## config.mk

```make
export PLATFORM = sky130hd
export DESIGN_NAME = serial_word_receiver
export DESIGN_NICKNAME = d
export VERILOG_FILES = /design/src/rtl/serial_word_receiver.sv
export SDC_FILE = /design/constraint.sdc
export NUM_CORES = 1
export LEC_CHECK = 0
export ABC_AREA = 1
export ABC_CLOCK_PERIOD_IN_PS = 1950
export BUFFER_PORTS_ARGS = -buffer_cell sky130_fd_sc_hd__buf_2
export CORE_AREA = 4 4 41 43
export DETAILED_ROUTE_END_ITERATION = 8
export DIE_AREA = 0 0 45 47
export HOLD_SLACK_MARGIN = 0.15
export PLACE_DENSITY = 0.72
export SLEW_MARGIN = 40
export SYNTH_ARGS = -nofsm -noshare
export SYNTH_HDL_FRONTEND = slang
export SYNTH_SLANG_ARGS = --single-unit
```

## constraint.sdc

```tcl
create_clock -name clk -period 1.95 [get_ports clk]
set_input_delay 0.0975 -clock clk [delete_from_list [all_inputs] [get_ports clk]]
set_output_delay 0.0975 -clock clk [all_outputs]
set_load 0.03 [all_outputs]
```

## src/rtl/serial_word_receiver.sv

```systemverilog
// serial_word_receiver: rebuilds word_size-bit words from a serial stream
// (MSB- or LSB-first) into a one-entry valid/ready output buffer.
module serial_word_receiver #(
  parameter int word_size = 4
) (
  input  logic                 clk,
  input  logic                 rst,
  input  logic                 Serial_In,
  input  logic                 Bit_Valid,
  input  logic                 Dir,
  input  logic                 Clear,
  input  logic                 Data_Ready,
  output logic [word_size-1:0] Data_Out,
  output logic                 Data_Valid,
  output logic                 Busy,
  output logic                 Overrun
);

  localparam int CW = (word_size > 2) ? $clog2(word_size) : 1;
  localparam logic [CW-1:0] LAST = CW'(word_size - 1);

  logic [CW-1:0]        cnt;
  logic [word_size-1:0] sr;
  logic [word_size-1:0] sr_nxt;
  logic                 dir_q;
  logic                 dir_eff;
  logic                 last;
  logic                 done;
  logic                 buf_free;

  // Next shift value; the first bit of a word follows the live Dir input
  always_comb begin
    dir_eff  = (cnt == '0) ? Dir : dir_q;
    sr_nxt   = dir_eff ? {Serial_In, sr[word_size-1:1]}
                       : {sr[word_size-2:0], Serial_In};
    last     = (cnt == LAST);
    done     = Bit_Valid && !Clear && last;
    buf_free = !Data_Valid || Data_Ready;
  end

  // Bit collector: shift register, bit counter and latched direction
  always_ff @(posedge clk) begin
    if (rst) begin
      sr    <= '0;
      cnt   <= '0;
      dir_q <= 1'b0;
    end else if (Clear) begin
      sr  <= '0;
      cnt <= '0;
    end else if (Bit_Valid) begin
      if (cnt == '0) dir_q <= Dir;
      sr  <= sr_nxt;
      cnt <= last ? '0 : cnt + 1'b1;
    end
  end

  // Output buffer with handshake and sticky overrun on a dropped word
  always_ff @(posedge clk) begin
    if (rst) begin
      Data_Out   <= '0;
      Data_Valid <= 1'b0;
      Overrun    <= 1'b0;
    end else if (done) begin
      if (buf_free) begin
        Data_Out   <= sr_nxt;
        Data_Valid <= 1'b1;
      end else begin
        Overrun <= 1'b1;
      end
    end else if (Data_Valid && Data_Ready) begin
      Data_Valid <= 1'b0;
    end
  end

  // Partial word in progress
  always_comb Busy = (cnt != '0);

endmodule
```

==> impl_metrics.env <==
export IMPL_skew_ns=0.00483
export IMPL_core_sq_um=1300
export IMPL_cts_resized=0
export IMPL_ys_warn_count=0
export IMPL_clock_latency_ns=0.28
export IMPL_via_count=611
export IMPL_dieWidth_um=45
export IMPL_portBuffers=13
export IMPL_avgRoutedWirePerCell_um=9.71
export IMPL_clkTransAtPathRegs_ns=0.08
export IMPL_tightest_slew_ns=0.315
export IMPL_critPathCaptureType="flip-flop"
export IMPL_crit_path_start="cnt[0]"
export IMPL_die_y_um=47
export IMPL_synth_common_cells="nand2_1, inv_1, nor2_1, dfxtp_1, nand3_1"
export IMPL_grt_pass1_vias=550
export IMPL_synth_cell_types=19
export IMPL_power_leakage_nw=0.443
export IMPL_maxSlewViolCount=0
export IMPL_routed_wl_mm=1.26
export IMPL_grt_first_pass_wirelength_mm=2.33
export IMPL_antenna_cells=0
export IMPL_ioPinCount=14
export IMPL_syn_to_final_growth_pct=18.1
export IMPL_syn_num_nets=106
export IMPL_place_gp_congestion=0.905
export IMPL_antenna_found_initial=0
export IMPL_cts_buffers_inserted=3
export IMPL_synth_cells=97
export IMPL_seq_area_frac_synth_pct=38.1
export IMPL_synthTopCellsByArea="dfxtp_1, nand2_1, nand3_1"
export IMPL_total_power_uw=523
export IMPL_initial_utilization_pct=52.5
export IMPL_ys_flop_type="dfxtp_1"
export IMPL_drt_iter0_drc=14
export IMPL_max_slew_margin_rel_pct=79.0
export IMPL_syn_avg_cell_area_sq_um=7.04
export IMPL_clock_fmax_mhz=676
export IMPL_worstHoldPathType="in2reg"
export IMPL_cts_sinks=13
export IMPL_rows=13
export IMPL_arrival_ns=1.71
export IMPL_crit_type="reg2reg"
export IMPL_hold_viol=0
export IMPL_grt_start_max_net_pins=10
export IMPL_post_drt_via_cell_ratio=4.70
export IMPL_start_kind="flip-flop"
export IMPL_outcome="finished clean"
export IMPL_setup_viol=0
export IMPL_overflow=0
export IMPL_ant_nets=0
export IMPL_grt_total_usage_pct=16.1
export IMPL_synth_edf_count=0
export IMPL_route_detailed_drc=0
export IMPL_syn_area_sq_um=683
export IMPL_drt_first_pass_iters=4
export IMPL_timing_rr_start="cnt[0]"
export IMPL_cts_tree="yes"
export IMPL_yosysMostFrequentCell="nand2_1"
export IMPL_power_density_nw_per_um2=648
export IMPL_crit_required_ns=2.18
export IMPL_fin_nets=125
export IMPL_synth_largest_area_cell="dfxtp_1"
export IMPL_cap_violations=0
export IMPL_fillers=125
export IMPL_dpl_hpwl_um=946
export IMPL_layout_drive_gt1_share_pct=22.6
export IMPL_fin_crit_ns=1.48
export IMPL_ir_drop_mv=0.408
export IMPL_clock_path_buffers=2
export IMPL_cp_max_fo=4
export IMPL_fin_crit_sh_pct=75.8
export IMPL_synth_seq_cells=13
export IMPL_root_buffer="clkbuf_4"
export IMPL_setup_tns_ns=0
export IMPL_ys_async_sr_fraction_pct=0
export IMPL_hp_start="Serial_In"
export IMPL_die_area_sq_um=2120
export IMPL_rsz0062_at_grt="false"
export IMPL_synth_top_area_share_pct=38.1
export IMPL_htree_levels=1
[area by class of cell]
| cell class | instances | area (sq um) | share of cell area [%] |
|---|---|---|---|
| clock buffers | 4 | 26.3 | 3.26 |
| inverters | 17 | 68.8 | 8.53 |
| multi-input cells | 65 | 338 | 41.9 |
| flip-flops and latches | 13 | 260 | 32.2 |
| well taps | 15 | 18.8 | 2.33 |
| repair buffers | 16 | 95.1 | 11.8 |
[cell families after synthesis]
kind of cell    synth area share, %
buf+inv                        12.5
flops                          38.1
fa+ha+maj                      3.66
simple gates                   40.3
compound gates                 5.49
[through the flow]
| step | hold slack [ns] | util (%) | worst slack, ns | instance area, sq um | cells |
|---|---|---|---|---|---|
| after floorplan | 0.167 | - | 0.698 | 683 | 97 |
| after global placement | 0.313 | 57.7 | 0.760 | 751 | 123 |
| after detailed placement | 0.318 | 57.7 | 0.707 | 751 | 123 |
| after CTS | 0.170 | 62.0 | 0.469 | 807 | 130 |
| after global routing | 0.213 | 62.0 | 0.305 | 807 | 130 |
| final | 0.181 | 62.0 | 0.471 | 807 | 130 |
[placed cells by master (no fill, tap or decap)]
master          n
a211oi_2        1
a21oi_1         4
buf_2          13
clkbuf_1        1
clkbuf_4        3
dfxtp_1        13
dlygate4sd3_1   3
ha_1            2
inv_1          14
inv_2           2
inv_6           1
nand2_1        22
nand3_1        12
nand3_4         1
nand4_1         1
nor2_1         14
nor2_2          4
nor2_8          1
nor3_1          1
o21ai_1         1
or2_1           1
[layer usage]
metal	global-route usage, %	wire, um	vias up	share of wire (%)
met2	24.9	566	14	45
li1	-	-	339	-
met1	18.9	590	254	47
met4	14.0	44	0	3.5
met5	0	0	-	0
met3	3.45	60	4	4.8
[registers in the layout (all words and copies together) (netlist names)]
register / count
Data_Valid: 1
cnt: 2
dir_q: 1
Data_Out: 4
sr: 4
Overrun: 1
[power breakdown]
group,switching (mW),internal [mW]
clock,0.0919,0.0794
sequential,0.00487,0.272
combinational,0.0471,0.0278
[worst max-delay path: stages, from the launching register on]
cell and delay [ns]:
dfxtp_1 0.38, ha_1 0.26, nand4_1 0.12, a21oi_1 0.12, dlygate4sd3_1 0.55
[worst paths after layout]
kind,to,slack [ns],cells after the start
max reg2reg,Overrun,0.47,4
max,Overrun,0.47,4
min,sr[3],0.18,5
min reg2reg,cnt[1],0.51,2
[timing repair]
item | CTS | global route
hold buffers | 3 | 0
setup buffers | 0 | 0
endpoints found under the hold margin | 6 | 0
(Power assumes the default switching activity.)
